<file path="src/rtl/sd_cmd_receiver.sv">
// sd_cmd_receiver
//   Receive side of the SD host CMD line. Once armed, waits for the card's
//   start bit, then deserializes a 48-bit (R1/R3/R6/R7) or 136-bit (R2)
//   response. It checks the transmission bit, the R2 reserved bits, the end
//   bit and CRC7, and reports completion with a one-cycle pulse.
//
// Ports:
//   ex_clk              system clock, all logic on its rising edge
//   reset_n             asynchronous active-low reset
//   sd_clk_en           one-cycle strobe marking an SD clock rising edge
//   receive_en          arm pulse, accepted only in IDLE
//   R2_response         latched at arm: 1 = 136-bit frame, 0 = 48-bit frame
//   crc_ignore          latched at arm: 1 = do not flag CRC mismatches
//   sd_cmd_in           synchronized CMD pin
//   response[126:0]     received payload, MSB first
//   sd_receive_finished one-cycle pulse at end of frame or timeout
//   crc_response_err    CRC7 mismatch
//   frame_err           bad transmission bit, R2 reserved bits or end bit
//   timeout_err         no start bit within NCR_MAX strobes
//   busy                high whenever not IDLE
module sd_cmd_receiver #(
    parameter int unsigned NCR_MAX = 64
) (
    input  logic         ex_clk,
    input  logic         reset_n,
    input  logic         sd_clk_en,
    input  logic         receive_en,
    input  logic         R2_response,
    input  logic         crc_ignore,
    input  logic         sd_cmd_in,
    output logic [126:0] response,
    output logic         sd_receive_finished,
    output logic         crc_response_err,
    output logic         frame_err,
    output logic         timeout_err,
    output logic         busy
);

    localparam int unsigned TO_W = $clog2(NCR_MAX + 1);

    typedef enum logic [1:0] {
        IDLE,
        WAIT_START,
        SHIFT,
        DONE
    } state_t;

    state_t          state;
    state_t          state_nxt;

    logic            r2_q;
    logic            crc_ign_q;
    logic [126:0]    sreg;
    logic [6:0]      crc;
    logic [7:0]      bit_cnt;
    logic [TO_W-1:0] to_cnt;

    // Frame geometry, counted in bits after the start bit.
    logic [7:0]      last_bit;
    logic [7:0]      crc_first;
    logic [7:0]      crc_last;

    logic            start_seen;
    logic            to_hit;
    logic            end_bit;

    assign last_bit  = r2_q ? 8'd134 : 8'd46;
    assign crc_first = r2_q ? 8'd7   : 8'd0;
    assign crc_last  = r2_q ? 8'd126 : 8'd38;

    assign start_seen = (state == WAIT_START) && sd_clk_en && !sd_cmd_in;
    assign to_hit     = (state == WAIT_START) && sd_clk_en && sd_cmd_in &&
                        (to_cnt == TO_W'(NCR_MAX - 1));
    assign end_bit    = (state == SHIFT) && sd_clk_en && (bit_cnt == last_bit);

    assign busy                = (state != IDLE);
    assign sd_receive_finished = (state == DONE);

    // CRC7, generator x^7 + x^3 + 1, MSB-first serial update.
    function automatic logic [6:0] crc7_step(input logic [6:0] c, input logic b);
        logic fb;
        fb = c[6] ^ b;
        return {c[5:0], 1'b0} ^ (fb ? 7'h09 : 7'h00);
    endfunction

    always_ff @(posedge ex_clk or negedge reset_n) begin
        if (!reset_n) begin
            state <= IDLE;
        end else begin
            state <= state_nxt;
        end
    end

    always_comb begin
        state_nxt = state;
        case (state)
            IDLE: begin
                if (receive_en) state_nxt = WAIT_START;
            end
            WAIT_START: begin
                if (start_seen || to_hit) state_nxt = (start_seen) ? SHIFT : DONE;
            end
            SHIFT: begin
                if (end_bit) state_nxt = DONE;
            end
            DONE: begin
                state_nxt = IDLE;
            end
            default: state_nxt = IDLE;
        endcase
    end

    always_ff @(posedge ex_clk or negedge reset_n) begin
        if (!reset_n) begin
            r2_q             <= 1'b0;
            crc_ign_q        <= 1'b0;
            sreg             <= '0;
            crc              <= '0;
            bit_cnt          <= '0;
            to_cnt           <= '0;
            response         <= '0;
            crc_response_err <= 1'b0;
            frame_err        <= 1'b0;
            timeout_err      <= 1'b0;
        end else begin
            case (state)
                IDLE: begin
                    if (receive_en) begin
                        r2_q             <= R2_response;
                        crc_ign_q        <= crc_ignore;
                        crc              <= '0;
                        to_cnt           <= '0;
                        crc_response_err <= 1'b0;
                        frame_err        <= 1'b0;
                        timeout_err      <= 1'b0;
                    end
                end
                WAIT_START: begin
                    if (sd_clk_en) begin
                        if (!sd_cmd_in) begin
                            bit_cnt <= '0;
                            // Only the 48-bit CRC covers the start bit.
                            if (!r2_q) crc <= crc7_step(crc, 1'b0);
                        end else begin
                            to_cnt <= to_cnt + TO_W'(1);
                            if (to_hit) timeout_err <= 1'b1;
                        end
                    end
                end
                SHIFT: begin
                    if (sd_clk_en) begin
                        bit_cnt <= bit_cnt + 8'd1;
                        sreg    <= {sreg[125:0], sd_cmd_in};
                        if (bit_cnt >= crc_first && bit_cnt <= crc_last)
                            crc <= crc7_step(crc, sd_cmd_in);
                        if (bit_cnt == 8'd0 && sd_cmd_in)
                            frame_err <= 1'b1;
                        if (r2_q && bit_cnt >= 8'd1 && bit_cnt <= 8'd6 && !sd_cmd_in)
                            frame_err <= 1'b1;
                        if (end_bit) begin
                            // The end bit is not yet in sreg: the seven bits
                            // just before it (the received CRC) sit in sreg[6:0].
                            if (!sd_cmd_in) frame_err <= 1'b1;
                            if (!crc_ign_q && (crc != sreg[6:0]))
                                crc_response_err <= 1'b1;
                            if (r2_q) response <= sreg;
                            else      response <= {sreg[45:0], sd_cmd_in, 80'b0};
                        end
                    end
                end
                default: ;
            endcase
        end
    end

endmodule

</file>
<file path="config.mk">
export PLATFORM = sky130hd
export DESIGN_NAME = sd_cmd_receiver
export DESIGN_NICKNAME = d
export VERILOG_FILES = /design/src/rtl/sd_cmd_receiver.sv
export SDC_FILE = /design/constraint.sdc
export NUM_CORES = 1
export LEC_CHECK = 0
export BUFFER_PORTS_ARGS = -buffer_cell sky130_fd_sc_hd__buf_2
export CAP_MARGIN = 30
export CORE_MARGIN = 8
export CORE_UTILIZATION = 30
export CTS_CLUSTER_DIAMETER = 50
export DETAILED_ROUTE_END_ITERATION = 16
export GPL_TIMING_DRIVEN = 1
export SLEW_MARGIN = 20
export SYNTH_ARGS = -nofsm -noshare
export SYNTH_HDL_FRONTEND = slang
export SYNTH_SLANG_ARGS = --single-unit
</file>
<file path="constraint.sdc">
create_clock -name ex_clk -period 4.9 [get_ports ex_clk]
set_clock_uncertainty 0.1 [all_clocks]
set_input_delay 0.49 -clock ex_clk [delete_from_list [all_inputs] [get_ports ex_clk]]
set_output_delay 0.49 -clock ex_clk [all_outputs]
set_load 0.02 [all_outputs]
</file>
==> results.sh, run 1 <==
export IMPL_synth_seq_area_share_pct=59.7
export IMPL_stdcell_area_sq_um=14400
export IMPL_synth_ff_latch_count=283
export IMPL_summed_negative_setup_slack_over_all_endpoints_ns=0
export IMPL_area_growth_synth_to_final_pct=21.1
export IMPL_slew_headroom_pct=38.1
export IMPL_crit_chain="buf_4 -> nand3b_1 -> a2111o_2 -> buf_12 -> nand2_1 -> o21ai_0"
export IMPL_drt_wirelength_per_cell_um=15.7
export IMPL_synth_cells=1032
export IMPL_yosys_cell_count_top_type="dfrtp_1"
export IMPL_critical_path_launch_point="r2_q$_DFFE_PN0P_"
export IMPL_cts_buffers_inserted=36
export IMPL_fin_nets=1180
export IMPL_critical_path_top_delay_family="buffers and inverters"
export IMPL_synth_main_ff_cell="dfrtp_1"
export IMPL_design_die_area_sq_um=46100
export IMPL_placed_area_sq_um=13100
export IMPL_die_width_um=215
export IMPL_grt_pass1_wl_um=44900
export IMPL_fillers=3860
export IMPL_max_cap_viol_count=0
export IMPL_multi_input_area_sq_um=4460
export IMPL_start_kind="register"
export IMPL_cp_data_required_time_ns=5.20
export IMPL_post_cts_setup_buffer_count=0
export IMPL_clk_pin_slew_worst_paths_ns=0.06
export IMPL_async_flop_share_pct=100
export IMPL_grt_most_used_layer="met2"
export IMPL_place_inst=1643
export IMPL_worst_path_arrival_time_ns=3.26
export IMPL_critPathSlowestCell="a2111o_2"
export IMPL_grt_overflow_total=0
export IMPL_net_count_synth=1054
export IMPL_core_rows=73
export IMPL_netlist_area_leader_share_pct=59.7
export IMPL_run_status="finished, final reports clean"
export IMPL_ff2ff_path_depth=6
export IMPL_number_of_global_route_vias_before_repair=8269
export IMPL_finalHoldViolations=0
export IMPL_netlist_top_cells_area="dfrtp_1 (60%), mux2_2 (12%), nand2_1 (7.2%)"
export IMPL_slew_violations=0
export IMPL_gp_congestion=0.768
export IMPL_critical_path_reg2reg_endpoint="response[43]$_DFFE_PN0P_"
export IMPL_r2r_start="r2_q$_DFFE_PN0P_"
export IMPL_wl_final_um=26900
export IMPL_groute_usage_overall_pct=11.7
export IMPL_synth_largest_area_cell="dfrtp_1"
export IMPL_rsz0062_at_grt="false"
export IMPL_initial_core_util_pct=30.1
export IMPL_max_freq_ghz=0.338
export IMPL_gr_usage_met3_pct=3.40
export IMPL_timing_critical_path_to="response[43]$_DFFE_PN0P_"
export IMPL_fin_crit_ns=2.96
export IMPL_global_route_usage_met1_pct=15.2
export IMPL_holdCritPathClass="in2reg"
export IMPL_path_max_fanout=97
export IMPL_endpoint_kind="register"
export IMPL_synth_cell_area_sq_um=11900
export IMPL_regToRegSetupSlack_ns=1.94
export IMPL_layout_drive_gt1_share_pct=29.6
export IMPL_ys_warnings_count=0
export IMPL_critPathMaxStageDelay_ns=0.82
export IMPL_numClockSinks=283
export IMPL_post_layout_nonfiller_instances=1709
export IMPL_cts_root_buffer_cell="clkbuf_16"
export IMPL_core_area_sq_um=39400
export IMPL_final_seq_area_sq_um=7090
export IMPL_power_density_cell_area_nw_per_um2=393
export IMPL_grt_max_degree=98
export IMPL_drt_drc_violations_left=0
export IMPL_critPathKind="reg2reg"
export IMPL_worstPathBufferInverterCount=2
export IMPL_viasPerCell=4.61
export IMPL_io_pins=139
export IMPL_dp_hpwl_um=17200
export IMPL_cts_resized=0
export IMPL_layout_worst_path_cycle_share_pct=60.5
export IMPL_synth_top_cells_by_count="dfrtp_1 (283), nand2_1 (227), o21ai_0 (142), mux2_2 (130), clkbuf_1 (57)"
export IMPL_setup_violations_final=0
export IMPL_port_buf_inserts=138
export IMPL_postSynthAreaPerCell_sq_um=11.5
export IMPL_chipHeight_um=215
export IMPL_synth_edff_count=0
export IMPL_drt_first_pass_iters=4
export IMPL_maximum_vdd_ir_drop_mv=0.278
export IMPL_cts_tree="done"
export IMPL_buffer_depth_of_the_longest_clock_path=3
export IMPL_skew_pair_late_insertion_delay_ns=0.54
export IMPL_p_leak_uw=0.00685
export IMPL_crit_cells=6
export IMPL_synthDistinctLibCells=52
export IMPL_diodes=0
export IMPL_antenna_violations_before_repair=0
export IMPL_worstHoldStart="crc_ignore"
export IMPL_vias=7872
export IMPL_antenna_violating_nets_left=0
export IMPL_detail_route_iter0_violations=475
export IMPL_final_hold_worst_slack_ns=0.119
export IMPL_worst_pin_slew_ns=0.929
export IMPL_met2_usage_pct=18.0
export IMPL_htree_levels=2
-- repair_timing --
action | CTS | global route
hold buffers | 1 | 0
setup endpoints to repair | 0 | 0
endpoints found under the hold margin | 93 | 0
-- cells in the final DEF, fill, tap and decap left out, types with 3 or more instances in the layout --
cell type  netlist  final
nand4_1          3      3
a31oi_1          3      3
inv_6            0      5
nor2_1          12     12
clkbuf_1        57      3
buf_12           0      4
mux2i_1         54     54
dfrtp_1        283    282
xor2_1           6      6
o31ai_1          5      5
bufinv_16        0      3
a21oi_1          5      5
nand3_1         10     10
nand4b_1         4      4
o21ai_0        142    142
nor3_1           3      3
nand2_1        227    226
clkinv_2         0      7
inv_1           19     19
buf_4            1      7
mux2_2         130    130
clkbuf_16        0     37
or4_1            3      3
xnor2_1          6      6
ha_1            15     15
buf_2            1    137
clkbuf_8         0      6
-- per-layer routing --
layer,wire [um],share of wire [%]
met3,1590,5.9
met5,0,0
met1,12300,46
met2,12300,46
met4,749,2.8
-- worst reg2reg max path: cells and delay by family (launching register included) --
family                 cells  cell delay, ns
AO/OA/AOI/OAI              2            0.90
buffers and inverters      2            1.06
AND/OR/NAND/NOR            2            0.36
flip-flops                 1            0.41
-- stage by stage --
step | setup WS (ns) | util (%) | total power (uW)
after floorplan | 1.66 | - | 2850
after global placement | 1.96 | 33.3 | 2980
after detailed placement | 1.91 | 33.3 | 3000
after CTS | 1.89 | 36.4 | 5740
after global routing | 1.70 | 36.5 | 5890
final | 1.94 | 36.5 | 5640
-- final cells by class --
| type | count | share of cell area (%) |
|---|---|---|
| Sequential cell | 283 | 49.4 |
| Multi-Input combinational cell | 667 | 31.0 |
| Clock buffer | 46 | 7.10 |
| Timing Repair Buffer | 151 | 6.07 |
| Tap cell | 525 | 4.58 |
| Clock inverter | 18 | 1.35 |
| Inverter | 19 | 0.497 |
-- how the worst min path moves through the flow --
stage               cells after the start                        to  slack, ns
finish                                  2     crc_ign_q$_DFFE_PN0P_       0.12
CTS                                     2     crc_ign_q$_DFFE_PN0P_       0.08
global route                            2     crc_ign_q$_DFFE_PN0P_        0.1
floorplan                               0    bit_cnt[0]$_DFFE_PN0P_       0.09
detailed placement                      2  response[24]$_DFFE_PN0P_       0.37
global placement                        2  response[21]$_DFFE_PN0P_       0.36
-- report_power, final --
group	internal [uW]	switching (uW)	total [uW]
Clock	1640	1040	2680
Combinational	176	174	350
Sequential	2450	154	2610
Total	4270	1370	5640
-- kinds of logic after synthesis --
kind of cell             after synthesis  share of synthesized area, %
buffers and inverters                 82                          2.76
flip-flops                           283                          59.7
XOR/XNOR                              12                         0.886
adder cells (fa/ha/maj)               15                          1.58
multiplexers                         184                          16.9
AND/OR/NAND/NOR                      278                          9.70
AO/OA/AOI/OAI                        178                          8.43
-- state kept, by name (all words and copies together), names as in the netlist --
| register | count |
|---|---|
| response | 127 |
| sreg | 127 |
| bit_cnt | 8 |
| crc | 7 |
| to_cnt | 7 |
| state | 2 |
| crc_ign_q | 1 |
| crc_response_err | 1 |
| frame_err | 1 |
| r2_q | 1 |
| timeout_err | 1 |
Power figures use the tool's default switching activity.
==> run 2: changes to the inputs <==
==> constraint.sdc (replaced) <==
create_clock -name ex_clk -period 2.7 [get_ports ex_clk]
set_clock_uncertainty 0.1 [all_clocks]
set_input_delay 0.27 -clock ex_clk [delete_from_list [all_inputs] [get_ports ex_clk]]
set_output_delay 0.27 -clock ex_clk [all_outputs]
set_load 0.02 [all_outputs]
==> run 2 against run 1 <==
Sequential share of layout area fell by 0.57 points; hold slack worse by 0.044 ns; fmax grew 16%; sequential power grew 82%; wire length decreased by 2.0%; non-clock buffer count increased by 9; total power rose by 83%; flip-flop and latch count is the same; critical path type unchanged; critical endpoint is now response[116]$_DFFE_PN0P_.
==> results.sh, run 2 (same netlist as run 1, synthesis figures left out) <==
export IMPL_run_status="finished, final reports clean"
export IMPL_antenna_violating_nets_left=0
export IMPL_max_freq_ghz=0.392
export IMPL_setup_violations_final=0
export IMPL_drt_wirelength_per_cell_um=15.3
export IMPL_endpoint_kind="register"
export IMPL_fillers=3927
export IMPL_die_width_um=215
export IMPL_cts_tree="done"
export IMPL_design_die_area_sq_um=46100
export IMPL_numClockSinks=283
export IMPL_chipHeight_um=215
export IMPL_fin_nets=1192
export IMPL_p_leak_uw=0.00692
export IMPL_diodes=0
export IMPL_critPathKind="reg2reg"
export IMPL_maximum_vdd_ir_drop_mv=0.423
export IMPL_grt_pass1_wl_um=43500
export IMPL_area_growth_synth_to_final_pct=22.5
export IMPL_io_pins=139
export IMPL_regToRegSetupSlack_ns=0.15
export IMPL_start_kind="register"
export IMPL_layout_setup_ws_ns=0.152
export IMPL_clk_pin_slew_worst_paths_ns=0.05
export IMPL_drt_drc_violations_left=0
export IMPL_viasPerCell=4.56
export IMPL_max_cap_viol_count=0
export IMPL_wl_final_um=26400
export IMPL_dp_hpwl_um=17200
export IMPL_detail_route_iter0_violations=306
export IMPL_fin_crit_ns=2.55
export IMPL_ff2ff_path_depth=7
export IMPL_layout_drive_gt1_share_pct=29.9
export IMPL_slew_violations=0
export IMPL_cts_buffers_inserted=39
export IMPL_cp_data_required_time_ns=2.97
export IMPL_grt_overflow_total=0
export IMPL_initial_core_util_pct=30.1
export IMPL_mostFrequentLayoutCell="dfrtp_1"
export IMPL_worst_pin_slew_ns=0.764
export IMPL_core_area_sq_um=39400
export IMPL_post_cts_setup_buffer_count=0
export IMPL_htree_levels=2
export IMPL_hold_path_depth=3
export IMPL_layout_worst_path_cycle_share_pct=94.4
export IMPL_final_hold_worst_slack_ns=0.0748
export IMPL_place_ws_ns=0.0903
export IMPL_port_buf_inserts=138
export IMPL_grt_max_degree=143
export IMPL_path_max_fanout=142
export IMPL_gp_congestion=0.817
export IMPL_worst_path_arrival_time_ns=2.82
export IMPL_antenna_violations_before_repair=0
export IMPL_summed_negative_setup_slack_over_all_endpoints_ns=0
export IMPL_holdCritPathClass="in2reg"
export IMPL_largestRegisters="response: 127 flops, sreg: 127 flops, bit_cnt: 8 flops"
export IMPL_groute_usage_overall_pct=11.3
export IMPL_skew_pair_late_insertion_delay_ns=0.55
export IMPL_core_rows=73
export IMPL_buffer_depth_of_the_longest_clock_path=3
export IMPL_leading_cell_types_in_the_layout_fill_and_taps_excluded="dfrtp_1 (282), nand2_1 (226), o21ai_0 (142), buf_2 (137), mux2_2 (130)"
export IMPL_slew_headroom_pct=49.1
export IMPL_cts_root_buffer_cell="clkbuf_16"
export IMPL_vias=7860
export IMPL_drt_first_pass_iters=4
export IMPL_power_density_cell_area_nw_per_um2=711
export IMPL_number_of_global_route_vias_before_repair=8117
export IMPL_rsz0062_at_grt="false"
export IMPL_finalHoldViolations=0
## run 2: cell count changes in the layout (fill, tap and decap cells not counted), sizes merged
cell,change
buf,+6
bufinv,-2
clkbuf,+6
clkinv,-2
dlygate4sd3,+3
inv,+2
## run 2: final timing paths
kind / startpoint / endpoint
worst max register to register: r2_q$_DFFE_PN0P_ / response[116]$_DFFE_PN0P_
worst min register to register: response[122]$_DFFE_PN0P_ / response[122]$_DFFE_PN0P_
min in group asynchronous: reset_n / to_cnt[6]$_DFFE_PN0P_
worst min-delay path: sd_clk_en / to_cnt[0]$_DFFE_PN0P_
max in group asynchronous: reset_n / response[36]$_DFFE_PN0P_
worst max-delay path: r2_q$_DFFE_PN0P_ / response[116]$_DFFE_PN0P_
## run 2: layout make-up
class / instances / area [sq um] / share of cell area (%)
Clock buffer: 52 / 1110 / 7.62
Clock inverter: 16 / 163 / 1.12
Inverter: 19 / 73.8 / 0.508
Multi-Input combinational cell: 667 / 4460 / 30.7
Sequential cell: 283 / 7090 / 48.8
Tap cell: 525 / 657 / 4.52
Timing Repair Buffer: 160 / 975 / 6.71
## run 2: through the flow
| stage | power, uW | cell area (sq um) | cells | util, % |
|---|---|---|---|---|
| final | 10300 | 14500 | 1722 | 36.9 |
| after global routing | 10800 | 14500 | 1722 | 36.9 |
| after CTS | 10500 | 14500 | 1722 | 36.9 |
| after detailed placement | 5470 | 13200 | 1650 | 33.6 |
| after global placement | 5440 | 13200 | 1649 | 33.5 |
| after floorplan | 5170 | 11900 | 1032 | - |
## run 2: repair_timing
item                                    in CTS  in global routing
endpoints found under the setup margin       0                 35
gates resized for setup                      0                  1
hold endpoints to repair                    86                  0
hold buffers                                 4                  0
## run 2: worst max-delay path, cell delays in order, from the launching register on
cell      delay, ns
dfrtp_4        0.51
inv_4          0.09
ha_1           0.26
or3_1          0.32
a2111o_2       0.54
buf_12         0.27
nand2_1        0.13
o21ai_0        0.10
## run 2: report_power, final
part / internal (uW) / leakage (uW) / switching, uW
Clock: 3010 / 0.000622 / 1930
Sequential: 4450 / 0.00386 / 282
Combinational: 330 / 0.00243 / 318
## run 2: routing by layer
metal	vias to the layer above	routed length, um	track usage (%)
met4	0	731	4.66
met2	137	12000	17.8
met5	-	0	0
met1	3849	12000	14.3
li1	3824	-	-
met3	50	1640	3.53
